===== src/rtl/mario_pkg.sv =====
// Shared sprite-motion types and default constants for the jump controller and physics module.
package mario_pkg;

    typedef enum logic [1:0] {
        IDLE = 2'd0,
        RISE = 2'd1,
        HANG = 2'd2,
        FALL = 2'd3
    } jump_state_t;

    localparam int DEF_Y_W         = 10;
    localparam int DEF_RISE_V      = 2;
    localparam int DEF_MIN_RISE    = 4;
    localparam int DEF_MAX_RISE    = 15;
    localparam int DEF_HANG_FRAMES = 8;
    localparam int DEF_GRAV_DIV    = 2;
    localparam int DEF_MAX_FALL    = 4;
    localparam int DEF_BUF_FRAMES  = 3;

    // Bits needed to hold 0..max_val, never less than one.
    function automatic int cnt_w(input int max_val);
        return ($clog2(max_val + 1) < 1) ? 1 : $clog2(max_val + 1);
    endfunction

endpackage


===== src/rtl/jump_press_buf.sv =====
// Jump key edge detect plus a short airborne memory of presses so a press just before landing still jumps.
// press is combinational from jump_btn; buffered reflects the registered countdown.
module jump_press_buf
    import mario_pkg::*;
#(
    parameter int BUF_FRAMES = DEF_BUF_FRAMES
) (
    input  logic frame_clk,
    input  logic Reset_n,
    input  logic jump_btn,
    input  logic load_en,
    input  logic clear,
    output logic press,
    output logic buffered
);

    localparam int              BW       = cnt_w(BUF_FRAMES);
    localparam logic [BW-1:0]   BUF_LOAD = BW'(BUF_FRAMES);

    logic          btn_q;
    logic [BW-1:0] buf_cnt;

    assign press    = jump_btn & ~btn_q;
    assign buffered = (buf_cnt != '0);

    always_ff @(posedge frame_clk or negedge Reset_n) begin
        if (!Reset_n) begin
            btn_q   <= 1'b0;
            buf_cnt <= '0;
        end else begin
            btn_q <= jump_btn;
            if (clear) begin
                buf_cnt <= '0;
            end else if (load_en && press) begin
                buf_cnt <= BUF_LOAD;
            end else if (buf_cnt != '0) begin
                buf_cnt <= buf_cnt - BW'(1);
            end
        end
    end

endmodule


===== src/rtl/jump_ctrl.sv =====
// Per-frame vertical-motion FSM for the player sprite: variable-height rise, apex hang, accelerating fall.
// Outputs are registered alongside the state, so they describe the frame that follows each edge.
module jump_ctrl
    import mario_pkg::*;
#(
    parameter int W           = DEF_Y_W,
    parameter int RISE_V      = DEF_RISE_V,
    parameter int MIN_RISE    = DEF_MIN_RISE,
    parameter int MAX_RISE    = DEF_MAX_RISE,
    parameter int HANG_FRAMES = DEF_HANG_FRAMES,
    parameter int GRAV_DIV    = DEF_GRAV_DIV,
    parameter int MAX_FALL    = DEF_MAX_FALL,
    parameter int BUF_FRAMES  = DEF_BUF_FRAMES
) (
    input  logic                frame_clk,
    input  logic                Reset_n,
    input  logic                jump_en,
    input  logic                jump_btn,
    input  logic                on_ground,
    input  logic                head_hit,
    output logic signed [W-1:0] y_motion,
    output logic                airborne,
    output logic                apex,
    output logic [1:0]          jump_state
);

    localparam int RCW = cnt_w(MAX_RISE);
    localparam int HCW = cnt_w(HANG_FRAMES);
    localparam int GCW = cnt_w(GRAV_DIV - 1);
    localparam int FVW = cnt_w(MAX_FALL);

    localparam logic [RCW-1:0]        RISE_LAST = RCW'(MAX_RISE);
    localparam logic [RCW-1:0]        RISE_MIN  = RCW'(MIN_RISE);
    localparam logic [HCW-1:0]        HANG_LAST = HCW'(HANG_FRAMES);
    localparam logic [GCW-1:0]        GRAV_LAST = GCW'(GRAV_DIV - 1);
    localparam logic [FVW-1:0]        FALL_MAX  = FVW'(MAX_FALL);
    localparam logic signed [W-1:0]   UP_V      = W'(-RISE_V);

    if (MIN_RISE < 1 || MIN_RISE > MAX_RISE) begin : g_bad_rise
        $error("jump_ctrl: MIN_RISE must satisfy 1 <= MIN_RISE <= MAX_RISE");
    end
    if (HANG_FRAMES < 1) begin : g_bad_hang
        $error("jump_ctrl: HANG_FRAMES must be at least 1");
    end
    if (GRAV_DIV < 1) begin : g_bad_grav
        $error("jump_ctrl: GRAV_DIV must be at least 1");
    end
    if (MAX_FALL >= (1 << (W - 1)) || RISE_V >= (1 << (W - 1))) begin : g_bad_speed
        $error("jump_ctrl: MAX_FALL and RISE_V must fit in signed y_motion");
    end

    jump_state_t    state, state_n;
    logic [RCW-1:0] rise_cnt, rise_n;
    logic [HCW-1:0] hang_cnt, hang_n;
    logic [GCW-1:0] grav_cnt, grav_n;
    logic [FVW-1:0] fall_v, fall_n;
    logic           press, buffered, buf_clear;

    jump_press_buf #(
        .BUF_FRAMES (BUF_FRAMES)
    ) u_press_buf (
        .frame_clk  (frame_clk),
        .Reset_n    (Reset_n),
        .jump_btn   (jump_btn),
        .load_en    (state != IDLE),
        .clear      (buf_clear),
        .press      (press),
        .buffered   (buffered)
    );

    always_comb begin
        state_n = state;
        rise_n  = rise_cnt;
        hang_n  = hang_cnt;
        grav_n  = grav_cnt;
        fall_n  = fall_v;
        case (state)
            IDLE: begin
                if (on_ground && jump_en && (press || buffered)) begin
                    state_n = RISE;
                    rise_n  = RCW'(1);
                end else if (!on_ground) begin
                    state_n = FALL;
                    fall_n  = FVW'(1);
                    grav_n  = '0;
                end
            end
            RISE: begin
                // Ceiling bump cuts the jump short and skips the apex hang.
                if (head_hit) begin
                    state_n = FALL;
                    fall_n  = FVW'(1);
                    grav_n  = '0;
                end else if (rise_cnt == RISE_LAST || (rise_cnt >= RISE_MIN && !jump_btn)) begin
                    state_n = HANG;
                    hang_n  = HCW'(1);
                end else begin
                    rise_n = rise_cnt + RCW'(1);
                end
            end
            HANG: begin
                if (hang_cnt == HANG_LAST) begin
                    state_n = FALL;
                    fall_n  = FVW'(1);
                    grav_n  = '0;
                end else begin
                    hang_n = hang_cnt + HCW'(1);
                end
            end
            FALL: begin
                if (on_ground) begin
                    state_n = IDLE;
                end else if (grav_cnt == GRAV_LAST) begin
                    grav_n = '0;
                    if (fall_v < FALL_MAX) begin
                        fall_n = fall_v + FVW'(1);
                    end
                end else begin
                    grav_n = grav_cnt + GCW'(1);
                end
            end
            default: state_n = IDLE;
        endcase
    end

    assign buf_clear = (state == IDLE) && (state_n == RISE);

    function automatic logic signed [W-1:0] motion_of(input jump_state_t s, input logic [FVW-1:0] v);
        case (s)
            RISE:    return UP_V;
            FALL:    return W'(v);
            default: return '0;
        endcase
    endfunction

    always_ff @(posedge frame_clk or negedge Reset_n) begin
        if (!Reset_n) begin
            state      <= IDLE;
            rise_cnt   <= '0;
            hang_cnt   <= '0;
            grav_cnt   <= '0;
            fall_v     <= '0;
            y_motion   <= '0;
            airborne   <= 1'b0;
            apex       <= 1'b0;
            jump_state <= IDLE;
        end else begin
            state      <= state_n;
            rise_cnt   <= rise_n;
            hang_cnt   <= hang_n;
            grav_cnt   <= grav_n;
            fall_v     <= fall_n;
            y_motion   <= motion_of(state_n, fall_n);
            airborne   <= (state_n != IDLE);
            apex       <= (state_n == HANG);
            jump_state <= state_n;
        end
    end

endmodule


===== config.mk =====
export PLATFORM = sky130hd
export DESIGN_NAME = jump_ctrl
export DESIGN_NICKNAME = d
export VERILOG_FILES = /design/src/rtl/mario_pkg.sv /design/src/rtl/jump_press_buf.sv /design/src/rtl/jump_ctrl.sv
export SDC_FILE = /design/constraint.sdc
export NUM_CORES = 1
export LEC_CHECK = 0
export CAP_MARGIN = 25
export CORE_MARGIN = 1.5
export CORE_UTILIZATION = 52
export CTS_CLUSTER_SIZE = 25
export DETAILED_ROUTE_END_ITERATION = 6
export GPL_TIMING_DRIVEN = 0
export PLACE_DENSITY = 0.81
export RECOVER_POWER = 25
export SYNTH_ARGS = -nofsm -noshare
export SYNTH_HDL_FRONTEND = slang
export SYNTH_SLANG_ARGS = --single-unit
export TNS_END_PERCENT = 1

===== constraint.sdc =====
create_clock -name frame_clk -period 2.1 [get_ports frame_clk]
set_clock_uncertainty 0.2 [all_clocks]
set_input_delay 0.315 -clock frame_clk [delete_from_list [all_inputs] [get_ports frame_clk]]
set_output_delay 0.315 -clock frame_clk [all_outputs]
set_load 0.005 [all_outputs]

==> flow_summary.toml, run 1 <==
[global_route]
antenna_found_initial = 0
grt_overflow = 0
met3_usage = 0.0661
grt_pass1_vias = 920
grt_pass1_wl_mm = 3.88
met2_usage = 0.331
grt_max_degree = 24
grt-busiest-layer = "met2"
grt.met1_usage = 0.232
track_usage = 0.195

[worst_setup_path]
worstSetupEndpointType = "flop"
path_buf_inv = 1
path_max_fanout = 5
cp_num_cells = 7
crit_type = "flop to flop"
crit_arrival_ps = 2030
slowest_delay_ps = 430
crit_chain = "inv_1 > ha_1 > nand3b_1 > o211ai_1 > o21ai_2 > or2_4 > a211o_1"
cpMaxStageDelayCell = "dfrtp_1"
critPathTopFamily = "compound AO/OA/AOI/OAI gates"
start_kind = "flop"
required_ps = 2100
r2r_cells = 7

[sta]
max_slew_margin = 0.539
tightest_slew_ps = 692
fmax_ghz = 0.493
final.period_utilization = 0.965
grt_setup_unrepaired = "true"
period_needed_ps = 2030
final-setup-viol-count = 0
setup_slack_ps = 73.6
maxSlewViolCount = 0
hold_viol = 0
fin_hold_ws_ps = 174

[status]
run_status = "completed"

[power_and_ir_drop]
cellPowerDensity_mw_per_mm2 = 1390
seq_power_share = 0.370
clockPowerShare = 0.093
p_sw_frac = 0.376
power_frac_comb = 0.537
netSwitchingPower_mw = 0.787
p_int_mw = 1.31
p_leak_nw = 0.721
vdd_drop_max_mv = 0.935

[finish]
nets = 163
area_growth_syn_to_layout_pct = 19.9
diodes = 0
drive_gt1_frac = 0.119

[placed_design]
dp_slack_ps = -162
gp_congestion = 0.767
port_buffers = 18
dp_hpwl_mm = 1.69

[floorplan]
die_area_mm2 = 0.00271
io_pins = 20
core_area_mm2 = 0.00225
die_height_um = 52.1
dieWidth_um = 52.1
rows = 17
initial_core_util = 0.556

[clock_network]
clk_latency_ps = 300
tritoncts.num_buffers = 3
cts_tree = "yes"
cts.clk_slew.worst_paths_ps = 120
clk_path_buf_depth = 2
cts_sinks = 23
post_cts_buffers = 0
cts-root-buf = "clkbuf_4"
cts_htree_levels = 1

[synth]
synth_area_mm2 = 0.00125
yosysWarnings = 0
synth_seq_cells = 23
avgSynthCellArea_um2 = 9.79
yosysSeqAreaShare = 0.459
syn_inst = 128
synth.net_count = 139
synthDistinctLibCells = 40

[detailed_routing]
drtAntennaViolNets = 0
finalWirelength_mm = 2.23
drc_errors = 0
drt_first_pass_iters = 4
drtIter0Drc = 18
via_count = 968
post_drt_wl_per_cell_um = 12.5
vias_per_cell = 5.41

[min_path]
hold_path_depth = 2
hold_path.class = "input pin to flop"

[flow_run]
max-cap-violations = 0
[per-layer routing]
layer / vias to the layer above / part of all wire
met5: - / 0
met4: 0 / 0.0063
met3: 2 / 0.051
met2: 22 / 0.47
met1: 464 / 0.47
li1: 480 / -
[layout by cell type (no fill, tap or decap), types with 2 or more instances in the layout]
cell	n
clkbuf_4	3
o21ai_0	2
a22o_1	2
buf_4	6
nand3_1	4
nand3b_1	3
nor2b_1	2
clkbuf_1	2
ha_1	5
inv_1	10
o21ai_1	6
buf_2	3
clkdlybuf4s50_1	16
xor2_1	2
or2_1	2
a31oi_1	2
a21o_1	2
a21oi_1	7
and2_1	3
nor2_1	8
dfrtp_1	23
mux2i_1	2
dlygate4sd3_1	2
nand2_1	10
o21bai_1	2
nand2b_1	3
[power groups by stage]
stage | logic [mW] | clock network, mW | registers (mW)
after floorplan | 0.749 | 0 | 0.756
after global routing | 1.27 | 0.227 | 0.805
after detailed placement | 1.13 | 0 | 0.781
final | 1.12 | 0.195 | 0.773
after CTS | 1.13 | 0.205 | 0.773
after global placement | 1.09 | 0 | 0.769
[per-stage QoR]
step | total power [mW] | utilization | instance area (um2) | TNS, ps | instances
floorplan | 1.50 | - | 1250 | 0 | 128
CTS | 2.11 | 0.663 | 1500 | 0 | 178
global placement | 1.85 | 0.651 | 1470 | -284 | 174
global route | 2.30 | 0.666 | 1500 | -346 | 179
detailed placement | 1.91 | 0.651 | 1470 | -397 | 174
finish | 2.09 | 0.666 | 1500 | 0 | 179
[path summary, 6_finish.rpt]
check / start / slack (ps) / end
max in group asynchronous: Reset_n / 540 / fall_v[0]
min reg2reg: rise_cnt[0] / 320 / rise_cnt[0]
max: hang_cnt[0] / 70 / rise_cnt[2]
max reg2reg: hang_cnt[0] / 70 / rise_cnt[2]
min: on_ground / 170 / state[1]
min in group asynchronous: Reset_n / 190 / hang_cnt[3]
[Yosys cell counts]
cell type	instances	share of area
nand3_2	1	0.0080
a22oi_1	1	0.0060
or2_2	1	0.0050
o21ai_1	7	0.028
o21bai_1	2	0.012
and2_1	3	0.015
nor4b_1	1	0.0070
ha_1	5	0.050
a32oi_4	1	0.022
nand2_1	10	0.030
mux2_1	1	0.0090
nor3_1	1	0.0040
o21ai_0	2	0.0080
xnor2_1	1	0.0070
a31oi_1	2	0.010
o221ai_1	1	0.0070
nor2b_1	2	0.010
o211ai_1	1	0.0060
nor3b_1	1	0.0060
nand3b_1	3	0.018
nand4_1	1	0.0050
a21o_1	2	0.012
inv_1	10	0.030
and3_1	1	0.0050
or2_4	1	0.0070
and4_1	1	0.0070
a21oi_1	7	0.028
nand3_1	4	0.016
or2_1	2	0.010
xor2_1	2	0.014
nor3b_2	1	0.010
a21boi_1	1	0.0060
a211o_1	1	0.0070
nand2b_1	3	0.015
buf_4	6	0.036
dfrtp_1	23	0.46
buf_2	3	0.012
mux2i_1	2	0.016
a22o_1	2	0.014
nor2_1	8	0.024
[state kept, by name, indices dropped and copies added (netlist names)]
register / cells
u_press_buf.btn_q: 1
fall_v: 3
hang_cnt: 4
y_motion: 4
grav_cnt: 1
apex: 1
rise_cnt: 4
airborne: 1
state: 2
u_press_buf.buf_cnt: 2
[cells by family (layout without fill, tap and decap cells)]
family                   count (synthesis)  in the layout  synth area share
AO/OA/AOI/OAI                           30             30             0.166
XOR/XNOR                                 3              3            0.0210
adder cells (fa/ha/maj)                  5              5            0.0499
buffers and inverters                   19             42            0.0778
flip-flops                              23             23             0.459
multiplexers                             3              3            0.0250
AND/OR/NAND/NOR                         45             45             0.202
[area by class of cell]
cell class	instances	area, um2
sequential	23	576
tap	28	35.0
clock buffer	4	26.3
inverter	10	37.5
fill	191	752
multi-input combinational	86	584
buffer	9	60.1
timing repair buffer	19	184
[timing repair]
action | CTS | global route
resized for setup | 0 | 1
hold buffers | 0 | 0
setup endpoints to repair | 0 | 4
(Power assumes the default switching activity.)
==> run 2: changes to the inputs <==
- CORE_MARGIN: 1.5 -> 3
- MAX_ROUTING_LAYER: unset -> met4
==> run 2 against run 1 <==
Design area up 3.5%; total power rose by 6.0%; via count grew 2.9%.
==> flow_summary.toml, run 2 (synthesis results as in run 1) <==
[status]
run_status = "completed"

[global_route]
met3_usage = 0.0268
met2_usage = 0.307
track_usage = 0.185
grt_pass1_vias = 915
grt_overflow = 0
grt_max_degree = 24
grt-busiest-layer = "met2"
antenna_found_initial = 0
grt_pass1_wl_mm = 3.93
grt.met1_usage = 0.225

[clock_network]
cts-root-buf = "clkbuf_4"
cts_htree_levels = 1
tritoncts.num_buffers = 3
cts_tree = "yes"
cts.clk_slew.worst_paths_ps = 130
cts_sinks = 23
clk_latency_ps = 310
clk_path_buf_depth = 2

[sta]
fmax_ghz = 0.501
tightest_slew_ps = 751
grt_setup_unrepaired = "false"
final-setup-viol-count = 0
period_needed_ps = 1990
fin_hold_ws_ps = 150
maxSlewViolCount = 0
fin_tns_setup_ps = 0
final.period_utilization = 0.950
hold_viol = 0
max_slew_margin = 0.499

[finish]
drive_gt1_frac = 0.166
multiInputGateArea_um2 = 591
final_cell_mix = "23 x dfrtp_1, 16 x clkdlybuf4s50_1, 12 x buf_4, 10 x inv_1, 10 x nand2_1"
fin_cells = 185
fillers = 177
diodes = 0
nets = 169
top_regs = "hang_cnt (4), rise_cnt (4), y_motion (4)"
area_growth_syn_to_layout_pct = 24.1
mostFrequentLayoutCell = "dfrtp_1"
regArea_um2 = 576

[worst_setup_path]
start_kind = "flop"
crit_type = "flop to flop"
worstSetupEndpointType = "flop"
required_ps = 2110
r2r_cells = 7
crit_arrival_ps = 2010
worstReg2RegStart = "hang_cnt[1]"
path_max_fanout = 4
crit_path_start = "hang_cnt[1]"

[floorplan]
initial_core_util = 0.556
io_pins = 20
die_area_mm2 = 0.00304
core_area_mm2 = 0.00225
die_height_um = 55.1
dieWidth_um = 55.1
rows = 17

[power_and_ir_drop]
p_leak_nw = 0.753
cellPowerDensity_mw_per_mm2 = 1430
power_mw = 2.22
vdd_drop_max_mv = 0.981

[detailed_routing]
finalWirelength_mm = 2.45
vias_per_cell = 5.38
via_count = 996
post_drt_wl_per_cell_um = 13.2
drt_first_pass_iters = 6
drtAntennaViolNets = 0
drc_errors = 0
drtIter0Drc = 9

[flow_run]
max-cap-violations = 0

[placed_design]
dp_hpwl_mm = 1.76
gp_congestion = 0.781
port_buffers = 18
dp.cells = 174

[min_path]
hold_path.class = "input pin to asynchronous set/reset pin"
## run 2: cell types whose count changed in the layout (fill, tap and decap cells not counted)
cell	previous run	this run
o221ai_1	1	0
clkbuf_1	2	1
clkinv_2	0	1
buf_4	6	12
o221ai_2	0	1
## run 2: critical path: stages, from the launching register on
cell	delay, ps
dfrtp_1	430
inv_1	70
ha_1	130
nand3b_1	100
o211ai_1	310
o21ai_2	130
or2_4	250
a211o_1	260
## run 2: final cells by class
| class | instances | area share |
|---|---|---|
| Multi-Input combinational cell | 86 | 0.380 |
| Sequential cell | 23 | 0.370 |
| Timing Repair Buffer | 25 | 0.147 |
| Buffer | 9 | 0.0386 |
| Inverter | 10 | 0.0241 |
| Tap cell | 28 | 0.0225 |
| Clock buffer | 3 | 0.0145 |
| Clock inverter | 1 | 0.00322 |
## run 2: path summary, 6_finish.rpt
check                                   end  slack [ps]
worst max-delay path            rise_cnt[2]         110
worst min-delay path            rise_cnt[3]         150
worst max register to register  rise_cnt[2]         110
worst min register to register     grav_cnt         320
max in group asynchronous         fall_v[1]         540
min in group frame_clk             state[1]         160
## run 2: what timing repair did
action,CTS,global route
hold buffers,0,0
endpoints found under the setup margin,0,6
setup buffers,0,6
resized for setup,0,2
## run 2: routing by layer
layer  up-vias  share of wire
met5         -              0
met4         0          0.019
met3         4          0.049
met2        27           0.48
met1       466           0.45
li1        499              -
## run 2: report_power, final
group	switching [mW]	total (mW)	internal (mW)
logic	0.559	1.24	0.682
registers	0.150	0.771	0.621
clock network	0.134	0.206	0.0713
total	0.844	2.22	1.37
## run 2: metrics by stage
| stage | worst slack [ps] | instance area [um2] | utilization |
|---|---|---|---|
| after floorplan | 230 | 1250 | - |
| after global placement | -121 | 1470 | 0.651 |
| after detailed placement | -165 | 1470 | 0.651 |
| after CTS | 7.23 | 1500 | 0.664 |
| after global routing | 34.7 | 1560 | 0.690 |
| final | 105 | 1560 | 0.690 |
==> run 3: changes to the inputs <==
- CORE_UTILIZATION: 52 -> 40
- PLACE_DENSITY: 0.81 -> 0.65
==> run 3 against run 2 <==
Sequential share of layout area is 0.059 points lower; register-to-register slack barely moved; final cell count grew 6.5%; largest cell class unchanged.
==> flow_summary.toml, run 3 (synthesis results as in run 1) <==
[sta]
grt_setup_unrepaired = "false"
period_needed_ps = 2000
tightest_slew_ps = 798
maxSlewViolCount = 0
setup_slack_ps = 103
max_slew_margin = 0.468
final-setup-viol-count = 0
fmax_ghz = 0.501
hold_viol = 0
final.period_utilization = 0.951

[power_and_ir_drop]
p_sw_frac = 0.375
seq_power_share = 0.358
p_int_mw = 1.35
clockPowerShare = 0.093
netSwitchingPower_mw = 0.809
vdd_drop_max_mv = 0.881
p_leak_nw = 0.743
power_frac_comb = 0.549
cellPowerDensity_mw_per_mm2 = 1380

[clock_network]
cts-root-buf = "clkbuf_4"
clk_path_buf_depth = 2
cts_tree = "yes"
cts_htree_levels = 1
cts_sinks = 23
tritoncts.num_buffers = 3
clk_latency_ps = 310
cts_hold_buf = 0
cts.clk_slew.worst_paths_ps = 130

[detailed_routing]
drt_first_pass_iters = 2
drtIter0Drc = 16
drc_errors = 0
finalWirelength_mm = 2.37
vias_per_cell = 4.82
post_drt_wl_per_cell_um = 12.0
drtAntennaViolNets = 0
via_count = 950

[worst_setup_path]
required_ps = 2110
worstSetupEndpointType = "flop"
slowest_delay_ps = 430
crit_arrival_ps = 2010
cpMaxStageDelayCell = "dfrtp_1"
start_kind = "flop"
path_max_fanout = 5
crit_type = "flop to flop"
crit_chain = "inv_1 > ha_1 > nand3b_1 > o211ai_1 > o21ai_2 > or2_4 > a211o_1"

[global_route]
grt_overflow = 0
antenna_found_initial = 0
grt_pass1_wl_mm = 4.06
grt_pass1_vias = 931
grt_max_degree = 15
track_usage = 0.145

[finish]
diodes = 0
final_cell_mix = "23 x dfrtp_1, 16 x clkdlybuf4s50_1, 10 x inv_1, 10 x nand2_1, 10 x buf_4"
area_growth_syn_to_layout_pct = 24.3
drive_gt1_frac = 0.155
top_regs = "hang_cnt (4), rise_cnt (4), y_motion (4)"
fillers = 269
nets = 167
mostFrequentLayoutCell = "dfrtp_1"
fin_cells = 197

[floorplan]
rows = 19
die_area_mm2 = 0.00384
io_pins = 20
die_height_um = 62.0
dieWidth_um = 62.0
initial_core_util = 0.436
core_area_mm2 = 0.00288

[placed_design]
port_buffers = 18
dp.cells = 189
dp_hpwl_mm = 1.85
dp_slack_ps = -173
gp_congestion = 0.792

[status]
run_status = "completed"

[min_path]
hold_path.class = "input pin to flop"

[flow_run]
max-cap-violations = 0
-- run 3: path summary, 6_finish.rpt --
check	startpoint	endpoint	slack, ps	cells past startpoint
max	hang_cnt[0]	rise_cnt[2]	100	7
min	on_ground	state[1]	160	2
max reg2reg	hang_cnt[0]	rise_cnt[2]	100	7
min reg2reg	rise_cnt[0]	rise_cnt[0]	330	1
max in group asynchronous	Reset_n	state[0]	480	2
min in group asynchronous	Reset_n	u_press_buf.btn_q	170	1
-- run 3: power by group through the flow --
stage | combinational, mW | sequential, mW | clock (mW)
after floorplan | 0.749 | 0.756 | 0
after global placement | 1.10 | 0.771 | 0
after detailed placement | 1.14 | 0.783 | 0
after CTS | 1.14 | 0.774 | 0.215
after global routing | 1.33 | 0.801 | 0.231
final | 1.18 | 0.771 | 0.201
-- run 3: final cells by class --
cell class	instances	area [um2]	share of cell area
plain buffers	9	60.1	0.0386
well taps	42	52.6	0.0337
multi-input cells	86	591	0.379
flip-flops and latches	23	576	0.369
clock inverters	1	5.00	0.00321
inverters	10	37.5	0.0241
repair buffers	23	214	0.137
clock buffers	3	22.5	0.0145
-- run 3: routing by layer --
layer,share of wire,track usage,vias to the layer above
met5,0,-,-
met1,0.49,0.172,442
met2,0.47,0.249,16
met3,0.036,0.0372,2
met4,0.0038,0.0273,0
li1,-,-,490
-- run 3: repair_timing --
item | CTS | global route
resized for setup | 0 | 2
endpoints found under the setup margin | 0 | 2
buffers inserted | 0 | 4
-- run 3: worst max-delay path: cells and delay by family, from the launching register on --
family,cells,cell delay (ps)
adders and majority gates,1,140
DFF,1,430
buffers and inverters,1,70
and+or+nand+nor,2,390
AOI/OAI and AO/OA,3,670
-- run 3: stage by stage --
step | setup TNS [ps] | hold WS, ps | power (mW) | area, um2 | util
2_1_floorplan | 0 | -181 | 1.50 | 1250 | -
3_3_place_gp | -338 | 292 | 1.87 | 1490 | 0.517
3_5_place_dp | -504 | 307 | 1.92 | 1500 | 0.522
4_1_cts | 0 | 120 | 2.13 | 1530 | 0.532
5_1_grt | 0 | 159 | 2.36 | 1560 | 0.542
6_report | 0 | 156 | 2.16 | 1560 | 0.542
